===== config.mk =====
export PLATFORM = sky130hd
export DESIGN_NAME = dispatch_allocator
export DESIGN_NICKNAME = d
export VERILOG_FILES = /design/src/rtl/dispatch_allocator_pkg.sv /design/src/rtl/dispatch_allocator_rs_free_picker.sv /design/src/rtl/dispatch_allocator.sv
export SDC_FILE = /design/constraint.sdc
export NUM_CORES = 1
export LEC_CHECK = 0
export ABC_AREA = 1
export ABC_CLOCK_PERIOD_IN_PS = 6530
export CORE_AREA = 8 8 117 119
export CTS_CLUSTER_SIZE = 10
export DETAILED_ROUTE_END_ITERATION = 12
export DIE_AREA = 0 0 125 127
export HOLD_SLACK_MARGIN = 0.06
export PLACE_DENSITY = 0.7
export SYNTH_ARGS = -nofsm -noshare
export SYNTH_HDL_FRONTEND = slang
export SYNTH_HIERARCHICAL = 1
export SYNTH_SLANG_ARGS = --single-unit

===== constraint.sdc =====
create_clock -name clk -period 6.53 [get_ports clk]
set_clock_uncertainty 0.15 [all_clocks]
set_input_delay 1.959 -clock clk [delete_from_list [all_inputs] [get_ports clk]]
set_output_delay 1.959 -clock clk [all_outputs]
set_load 0.1 [all_outputs]

===== src/rtl/dispatch_allocator_pkg.sv =====
// dispatch_allocator_pkg: shared dispatch slot/result types and default sizing.
package dispatch_allocator_pkg;
  localparam int DEF_DISPATCH_WIDTH = 2;
  localparam int DEF_ROB_DEPTH = 16;
  localparam int DEF_LSQ_DEPTH = 8;
  localparam int DEF_RS_DEPTH = 8;
  localparam int DEF_COLOR_W = 4;
  localparam int TAG_W = $clog2(DEF_ROB_DEPTH + 1);
  localparam logic [TAG_W-1:0] TAG_NONE = '0;
  typedef struct packed {
    logic valid;
    logic uses_rs;
    logic uses_lsq;
    logic is_store;
  } dispatch_slot_t;
  typedef struct packed {
    logic [TAG_W-1:0] rob_tag;
    logic [$clog2(DEF_LSQ_DEPTH)-1:0] lsq_idx;
    logic [$clog2(DEF_RS_DEPTH)-1:0] rs_idx;
    logic rs_valid;
    logic [DEF_COLOR_W-1:0] color;
  } alloc_result_t;
endpackage


===== src/rtl/dispatch_allocator_rs_free_picker.sv =====
// rs_free_picker: lowest PICK free indices and free count of a busy vector.
module rs_free_picker #(
  parameter int RS_DEPTH = 8,
  parameter int PICK = 2,
  localparam int SW = $clog2(RS_DEPTH),
  localparam int FW = $clog2(RS_DEPTH + 1)
) (
  input  logic [RS_DEPTH-1:0]      busy_i,
  output logic [PICK-1:0][SW-1:0]  idx_o,
  output logic [FW-1:0]            free_cnt_o
);
  always_comb begin
    idx_o = '0;
    free_cnt_o = '0;
    for (int i = 0; i < RS_DEPTH; i++)
      if (!busy_i[i]) begin
        for (int k = 0; k < PICK; k++)
          if (free_cnt_o == FW'(k)) idx_o[k] = SW'(i);
        free_cnt_o = free_cnt_o + 1'b1;
      end
  end
endmodule


===== src/rtl/dispatch_allocator.sv =====
// dispatch_allocator: all-or-nothing ROB/LSQ/RS/colour allocation for a dispatch group.
module dispatch_allocator
  import dispatch_allocator_pkg::*;
#(
  parameter int DISPATCH_WIDTH = DEF_DISPATCH_WIDTH,
  parameter int ROB_DEPTH = DEF_ROB_DEPTH,
  parameter int LSQ_DEPTH = DEF_LSQ_DEPTH,
  parameter int RS_DEPTH = DEF_RS_DEPTH,
  parameter int NUM_RS_FREE = 2,
  parameter int COLOR_W = DEF_COLOR_W,
  localparam int RIW = $clog2(ROB_DEPTH),
  localparam int TW = $clog2(ROB_DEPTH + 1),
  localparam int LIW = $clog2(LSQ_DEPTH),
  localparam int LCW = $clog2(LSQ_DEPTH + 1),
  localparam int SW = $clog2(RS_DEPTH),
  localparam int CW = $clog2(DISPATCH_WIDTH + 1)
) (
  input  logic                          clk,
  input  logic                          reset,
  input  logic [DISPATCH_WIDTH-1:0]     in_valid,
  input  logic [DISPATCH_WIDTH-1:0]     in_uses_rs,
  input  logic [DISPATCH_WIDTH-1:0]     in_uses_lsq,
  input  logic [DISPATCH_WIDTH-1:0]     in_is_store,
  output logic                          in_ready,
  input  logic [CW-1:0]                 rob_retire_cnt,
  input  logic [CW-1:0]                 lsq_retire_cnt,
  input  logic [NUM_RS_FREE-1:0]        rs_free_valid,
  input  logic [NUM_RS_FREE*SW-1:0]     rs_free_idx,
  input  logic                          flush,
  input  logic [RIW-1:0]                rob_head,
  input  logic [LIW-1:0]                lsq_head,
  output logic                          out_valid,
  input  logic                          out_ready,
  output logic [DISPATCH_WIDTH-1:0]     out_slot_valid,
  output logic [DISPATCH_WIDTH*TW-1:0]  out_rob_tag,
  output logic [DISPATCH_WIDTH*LIW-1:0] out_lsq_idx,
  output logic [DISPATCH_WIDTH*SW-1:0]  out_rs_idx,
  output logic [DISPATCH_WIDTH-1:0]     out_rs_valid,
  output logic [DISPATCH_WIDTH*COLOR_W-1:0] out_color,
  output logic [TW-1:0]                 rob_count,
  output logic [LCW-1:0]                lsq_count,
  output logic                          rob_full,
  output logic                          lsq_full
);
  logic [RIW-1:0] rob_tail_q, rob_tail_d;
  logic [LIW-1:0] lsq_tail_q, lsq_tail_d;
  logic [TW-1:0] rob_count_q, rob_count_d;
  logic [LCW-1:0] lsq_count_q, lsq_count_d;
  logic [RS_DEPTH-1:0] busy_q, busy_d, set_mask;
  logic [COLOR_W-1:0] color_q, color_d;
  logic out_valid_q, out_valid_d;
  logic [DISPATCH_WIDTH-1:0] slotv_q, rsv_q, rsv_d;
  logic [DISPATCH_WIDTH*TW-1:0] tag_q, tag_d;
  logic [DISPATCH_WIDTH*LIW-1:0] lidx_q, lidx_d;
  logic [DISPATCH_WIDTH*SW-1:0] ridx_q, ridx_d;
  logic [DISPATCH_WIDTH*COLOR_W-1:0] col_q, col_d;
  logic [DISPATCH_WIDTH-1:0][SW-1:0] pick;
  logic [$clog2(RS_DEPTH+1)-1:0] free_cnt;
  dispatch_slot_t [DISPATCH_WIDTH-1:0] slot;
  int nr, nl, ns;
  logic fit, accept;

  rs_free_picker #(.RS_DEPTH(RS_DEPTH), .PICK(DISPATCH_WIDTH)) u_pick (
    .busy_i(busy_q),
    .idx_o(pick),
    .free_cnt_o(free_cnt)
  );

  // ROB slots use nr (== slot number for a valid prefix); LSQ/RS/colour chain in slot order
  always_comb begin
    nr = 0;
    nl = 0;
    ns = 0;
    slot = '0;
    color_d = color_q;
    tag_d = {DISPATCH_WIDTH{TW'(TAG_NONE)}};
    lidx_d = '0;
    ridx_d = '0;
    rsv_d = '0;
    col_d = '0;
    set_mask = '0;
    for (int k = 0; k < DISPATCH_WIDTH; k++) begin
      slot[k] = '{valid: in_valid[k], uses_rs: in_uses_rs[k], uses_lsq: in_uses_lsq[k], is_store: in_is_store[k]};
      if (slot[k].valid) begin
        tag_d[k*TW +: TW] = TW'((int'(rob_tail_q) + nr) % ROB_DEPTH + 1);
        if (slot[k].uses_lsq) begin
          lidx_d[k*LIW +: LIW] = LIW'((int'(lsq_tail_q) + nl) % LSQ_DEPTH);
          color_d = slot[k].is_store ? color_d + 1'b1 : color_d;
          col_d[k*COLOR_W +: COLOR_W] = color_d;
          nl++;
        end
        if (slot[k].uses_rs) begin
          ridx_d[k*SW +: SW] = pick[ns];
          rsv_d[k] = 1'b1;
          set_mask[pick[ns]] = 1'b1;
          ns++;
        end
        nr++;
      end
    end
    fit = (int'(rob_count_q) + nr <= ROB_DEPTH) && (int'(lsq_count_q) + nl <= LSQ_DEPTH) && (int'(free_cnt) >= ns);
    accept = fit && nr != 0 && !flush && (!out_valid_q || out_ready);
    rob_tail_d = flush ? rob_head : accept ? RIW'((int'(rob_tail_q) + nr) % ROB_DEPTH) : rob_tail_q;
    lsq_tail_d = flush ? lsq_head : accept ? LIW'((int'(lsq_tail_q) + nl) % LSQ_DEPTH) : lsq_tail_q;
    rob_count_d = flush ? '0 : rob_count_q + (accept ? TW'(nr) : '0) - TW'(rob_retire_cnt);
    lsq_count_d = flush ? '0 : lsq_count_q + (accept ? LCW'(nl) : '0) - LCW'(lsq_retire_cnt);
    busy_d = busy_q | (accept ? set_mask : '0);
    for (int p = 0; p < NUM_RS_FREE; p++)
      if (rs_free_valid[p]) busy_d[rs_free_idx[p*SW +: SW]] = 1'b0;
    busy_d = flush ? '0 : busy_d;
    out_valid_d = !flush && (accept || (out_valid_q && !out_ready));
  end

  always_ff @(posedge clk or negedge reset)
    if (!reset) begin
      rob_tail_q <= '0;
      lsq_tail_q <= '0;
      rob_count_q <= '0;
      lsq_count_q <= '0;
      busy_q <= '0;
      color_q <= '0;
      out_valid_q <= 1'b0;
      slotv_q <= '0;
      tag_q <= '0;
      lidx_q <= '0;
      ridx_q <= '0;
      rsv_q <= '0;
      col_q <= '0;
    end else begin
      rob_tail_q <= rob_tail_d;
      lsq_tail_q <= lsq_tail_d;
      rob_count_q <= rob_count_d;
      lsq_count_q <= lsq_count_d;
      busy_q <= busy_d;
      out_valid_q <= out_valid_d;
      if (accept) begin
        color_q <= color_d;
        slotv_q <= in_valid;
        tag_q <= tag_d;
        lidx_q <= lidx_d;
        ridx_q <= ridx_d;
        rsv_q <= rsv_d;
        col_q <= col_d;
      end
    end

  assign in_ready = accept;
  assign out_valid = out_valid_q;
  assign out_slot_valid = slotv_q;
  assign out_rob_tag = tag_q;
  assign out_lsq_idx = lidx_q;
  assign out_rs_idx = ridx_q;
  assign out_rs_valid = rsv_q;
  assign out_color = col_q;
  assign rob_count = rob_count_q;
  assign lsq_count = lsq_count_q;
  assign rob_full = rob_count_q == TW'(ROB_DEPTH);
  assign lsq_full = lsq_count_q == LCW'(LSQ_DEPTH);
endmodule


==> flow_summary.html <==
<table>
<tr><th>Metric</th><th>Value</th></tr>
<tr><th colspan="2">Synth</th></tr>
<tr><td>Part of the Yosys area used for sequential elements</td><td>a little under a third</td></tr>
<tr><td>Synthesized area divided by synthesized cell count</td><td>approximately 6.9 um^2</td></tr>
<tr><td>Async S/R FF share, synth</td><td>between 90% and 100%</td></tr>
<tr><td>Yosys top cell area share</td><td>a little under a third</td></tr>
<tr><td>Most instantiated library cell after synthesis</td><td>sky130_fd_sc_hd__nand2_1</td></tr>
<tr><td>Most used flip-flop cell after synthesis</td><td>sky130_fd_sc_hd__dfrtp_1</td></tr>
<tr><td>Number of distinct library cell variants in the gate-level netlist after synthesis</td><td>35</td></tr>
<tr><td>Top cell type by total area after synthesis</td><td>sky130_fd_sc_hd__dfrtp_1</td></tr>
<tr><td>Area of the mapped netlist</td><td>about 0.0052 mm^2</td></tr>
<tr><td>Register bit count reported by yosys</td><td>63</td></tr>
<tr><td>Number of flops mapped to enable cells by yosys</td><td>0</td></tr>
<tr><td>Number of warnings reported in the yosys synthesis log</td><td>6</td></tr>
<tr><td>Syn nets</td><td>roughly 850</td></tr>
<tr><td>Gate count after technology mapping</td><td>756</td></tr>
<tr><td>Main area contributors after synthesis</td><td>sky130_fd_sc_hd__dfrtp_1 (30%), sky130_fd_sc_hd__nand2_1 (17%), sky130_fd_sc_hd__ha_1 (12%)</td></tr>
<tr><td>Top cells by instance count after synthesis</td><td>sky130_fd_sc_hd__nand2_1 (242), sky130_fd_sc_hd__inv_1 (106), sky130_fd_sc_hd__nand3_1 (65), sky130_fd_sc_hd__dfrtp_1 (63), sky130_fd_sc_hd__ha_1 (52)</td></tr>
<tr><th colspan="2">Detailed routing</th></tr>
<tr><td>Via density</td><td>about 5.0</td></tr>
<tr><td>Average routed wire per standard cell</td><td>between 10 and 15 um</td></tr>
<tr><td>Total DRC errors in the routed layout</td><td>0</td></tr>
<tr><td>Number of detailed-route iterations in the first pass</td><td>5</td></tr>
<tr><td>Detailed-route via count</td><td>between 5000 and 6000</td></tr>
<tr><td>Initial DRC count</td><td>approximately 330</td></tr>
<tr><td>Routed wire length</td><td>between 10 and 15 mm</td></tr>
<tr><td>Final ANT Viol Nets</td><td>0</td></tr>
<tr><th colspan="2">Clock network</th></tr>
<tr><td>Root cell of the clock tree</td><td>sky130_fd_sc_hd__clkbuf_16</td></tr>
<tr><td>Sinks on the clock net</td><td>63</td></tr>
<tr><td>Clock latency on the worst-skew pair</td><td>around 0.33 ns</td></tr>
<tr><td>Clock slew at reported path FFs</td><td>approximately 0.050 ns</td></tr>
<tr><td>Total clock buffers created by CTS</td><td>9</td></tr>
<tr><td>H-Tree Depth</td><td>3</td></tr>
<tr><td>Maximum buffer depth of the clock tree</td><td>2</td></tr>
<tr><td>CTS tree</td><td>built</td></tr>
<tr><th colspan="2">Setup path</th></tr>
<tr><td>Largest fanout of any net on the critical path</td><td>3</td></tr>
<tr><td>Slowest-stage cell, CP</td><td>sky130_fd_sc_hd__dfrtp_1</td></tr>
<tr><td>Longest individual stage delay on the worst path</td><td>roughly 0.38 ns</td></tr>
<tr><td>Required @ worst endpoint</td><td>around 4.4 ns</td></tr>
<tr><td>Startpoint type of the worst setup path</td><td>flip-flop</td></tr>
<tr><td>Start-to-end type of the worst setup path</td><td>flip-flop to output pin</td></tr>
<tr><td>Critical Path End Type</td><td>output pin</td></tr>
<tr><td>Arr. time, crit path</td><td>around 4.4 ns</td></tr>
<tr><th colspan="2">Layout</th></tr>
<tr><td>Number of nets in the layout</td><td>between 900 and 1000</td></tr>
<tr><td>Number of standard cells in the layout, taps in and fillers out</td><td>roughly 1000</td></tr>
<tr><td>Area occupied by multi-input gates</td><td>approximately 0.0033 mm^2</td></tr>
<tr><td>Register area</td><td>between 0.0015 and 0.002 mm^2</td></tr>
<tr><td>Number of inserted filler cells in the final layout</td><td>1105</td></tr>
<tr><td>Ant diodes</td><td>0</td></tr>
<tr><td>Share of layout cells above drive strength 1</td><td>13.8%</td></tr>
<tr><td>Area growth syn-to-layout</td><td>31.1%</td></tr>
<tr><th colspan="2">Global route</th></tr>
<tr><td>Pin count of the biggest net entering global routing</td><td>73</td></tr>
<tr><td>Number of antenna violations at the first check in global routing</td><td>0</td></tr>
<tr><td>Wire length of the first global-routing pass</td><td>roughly 23 mm</td></tr>
<tr><td>Total routing usage reported by global routing</td><td>around 17%</td></tr>
<tr><td>Via count of the first global-routing pass</td><td>slightly below 5000</td></tr>
<tr><td>Total global routing overflow</td><td>0</td></tr>
<tr><th colspan="2">Floorplanning</th></tr>
<tr><td>Height of the die</td><td>about 130 um</td></tr>
<tr><td>Top-level I/O count</td><td>a little under 80</td></tr>
<tr><td>Die width</td><td>roughly 130 um</td></tr>
<tr><td>Total Die Area</td><td>between 0.015 and 0.02 mm^2</td></tr>
<tr><td>Number of rows created at floorplan</td><td>40</td></tr>
<tr><td>Effective utilization at floorplan</td><td>between 40 and 50%</td></tr>
<tr><td>Core Area</td><td>around 0.012 mm^2</td></tr>
<tr><th colspan="2">Place</th></tr>
<tr><td>Input/output buffers</td><td>77</td></tr>
<tr><td>Number of placed cells counting well taps</td><td>approximately 990</td></tr>
<tr><td>Post-detail-place hpwl</td><td>10.2 mm</td></tr>
<tr><td>Global placer's final weighted congestion</td><td>0.868</td></tr>
<tr><th colspan="2">Timing</th></tr>
<tr><td>Unrepaired setup endpoints after global routing</td><td>yes</td></tr>
<tr><td>Final min period</td><td>around 6.5 ns</td></tr>
<tr><td>Worst slew margin relative to its limit</td><td>approximately a third</td></tr>
<tr><td>Worst-Margin Slew</td><td>between 1 and 1.5 ns</td></tr>
<tr><td>Final-report max-slew violation count</td><td>0</td></tr>
<tr><td>Tcrit/Tclk final</td><td>roughly 100%</td></tr>
<tr><td>Final Setup Violations</td><td>0</td></tr>
<tr><td>Hold violation count in the final report</td><td>0</td></tr>
<tr><td>Achievable clock frequency</td><td>~0.15 GHz</td></tr>
<tr><th colspan="2">Hold path</th></tr>
<tr><td>Worst hold path class</td><td>flip-flop to flip-flop</td></tr>
<tr><th colspan="2">Run</th></tr>
<tr><td>Max Cap Viol</td><td>0</td></tr>
<tr><th colspan="2">Outcome</th></tr>
<tr><td>Outcome</td><td>finished, final reports clean</td></tr>
</table>
-- sequential cells by signal, summed over array words and instances, names as in the netlist --
signal          flops
busy_q              8
rob_count           5
rob_tail_q          4
out_rob_tag        10
out_rs_valid        2
out_lsq_idx         6
out_color           8
out_valid           1
lsq_count           4
out_slot_valid      2
out_rs_idx          6
lsq_tail_q          3
color_q             4
-- critical path: cells and delay by family, from the launching register on --
family	cells	cell delay (ns)
adders and majority gates	7	1.52
AOI/OAI and AO/OA	2	0.15
buffers and inverters	5	0.55
and+or+nand+nor	17	1.47
DFF	1	0.38
-- metal layers --
metal	GRT usage (%)	vias to the layer above	part of all wire, %
li1	-	2629	-
met1	20.8	2351	46
met2	30.2	109	49
met3	2.62	12	3.6
met4	5.01	0	1.3
met5	0	-	0
-- final cells by class --
cell class	instances	share of cell area [%]
multi-input cells	562	48.1
inverters	112	6.35
flip-flops and latches	63	23.0
repair buffers	116	15.6
clock inverters	3	0.638
well taps	147	2.68
clock buffers	12	3.59
-- kinds of logic (layout without fill, tap and decap cells) --
kind of cell	count (synthesis)	in the layout	synth area share (%)
adders and majority gates	58	58	14.7
xor gates and xnor gates	15	15	2.51
buffers and inverters	131	243	10.1
and+or+nand+nor	415	415	35.1
DFF	63	63	30.1
muxes	1	1	0.191
AOI/OAI and AO/OA	73	73	7.32
-- cells in the final DEF, fill, tap and decap left out, types with 2 or more instances in the layout --
master and n:
sky130_fd_sc_hd__xnor2_1 5, sky130_fd_sc_hd__inv_2 9, sky130_fd_sc_hd__nor2_1 46, sky130_fd_sc_hd__nand2_4 5
sky130_fd_sc_hd__ha_4 8, sky130_fd_sc_hd__nand4_1 28, sky130_fd_sc_hd__ha_1 43, sky130_fd_sc_hd__buf_4 38
sky130_fd_sc_hd__nand2_2 24, sky130_fd_sc_hd__clkbuf_1 2, sky130_fd_sc_hd__o311ai_0 2, sky130_fd_sc_hd__xor2_1 10
sky130_fd_sc_hd__nand3_1 65, sky130_fd_sc_hd__nor2_2 4, sky130_fd_sc_hd__o21ai_1 12, sky130_fd_sc_hd__nand2_1 228
sky130_fd_sc_hd__dfrtp_1 63, sky130_fd_sc_hd__fa_1 6, sky130_fd_sc_hd__nand3_2 4, sky130_fd_sc_hd__nor2_4 2
sky130_fd_sc_hd__inv_1 101, sky130_fd_sc_hd__clkdlybuf4s50_1 75, sky130_fd_sc_hd__or2_2 4, sky130_fd_sc_hd__o21ai_0 36
sky130_fd_sc_hd__a21oi_1 18, sky130_fd_sc_hd__clkbuf_16 9
-- per-stage QoR --
step	setup TNS [ns]	instance area [um^2]	util, %	setup WS (ns)	hold slack [ns]
final	0	6860	58.1	0.0133	0.329
after global routing	-0.196	6860	58.1	-0.196	0.344
after CTS	-0.00972	6780	57.4	-0.00972	0.332
after detailed placement	-0.0703	6350	53.8	-0.0703	0.317
after global placement	0	6350	53.8	0.00218	0.316
after floorplan	0	5260	-	0.0512	0.343
-- what timing repair did --
action                                  in CTS  in global routing
endpoints found under the setup margin       1                  1
setup buffers                                5                  3
resized for setup                           24                 15
pin swaps                                   12                 23
hold buffers                                 0                  0
-- final timing paths --
| path | start | endpoint | slack, ns | cells past startpoint |
|---|---|---|---|---|
| max | busy_q[1] | in_ready | 0.01 | 31 |
| min | out_rob_tag[5] | out_rob_tag[5] | 0.33 | 2 |
| max reg2reg | busy_q[1] | rob_count[4] | 0.65 | 40 |
| min reg2reg | out_rob_tag[5] | out_rob_tag[5] | 0.33 | 2 |
| max in group asynchronous | reset | rob_tail_q[1] | 4.00 | 2 |
| min in group asynchronous | reset | color_q[1] | 1.66 | 2 |
Power is not shown: default switching activity piles up to over one toggle a cycle in this logic, so the estimate is an artifact.
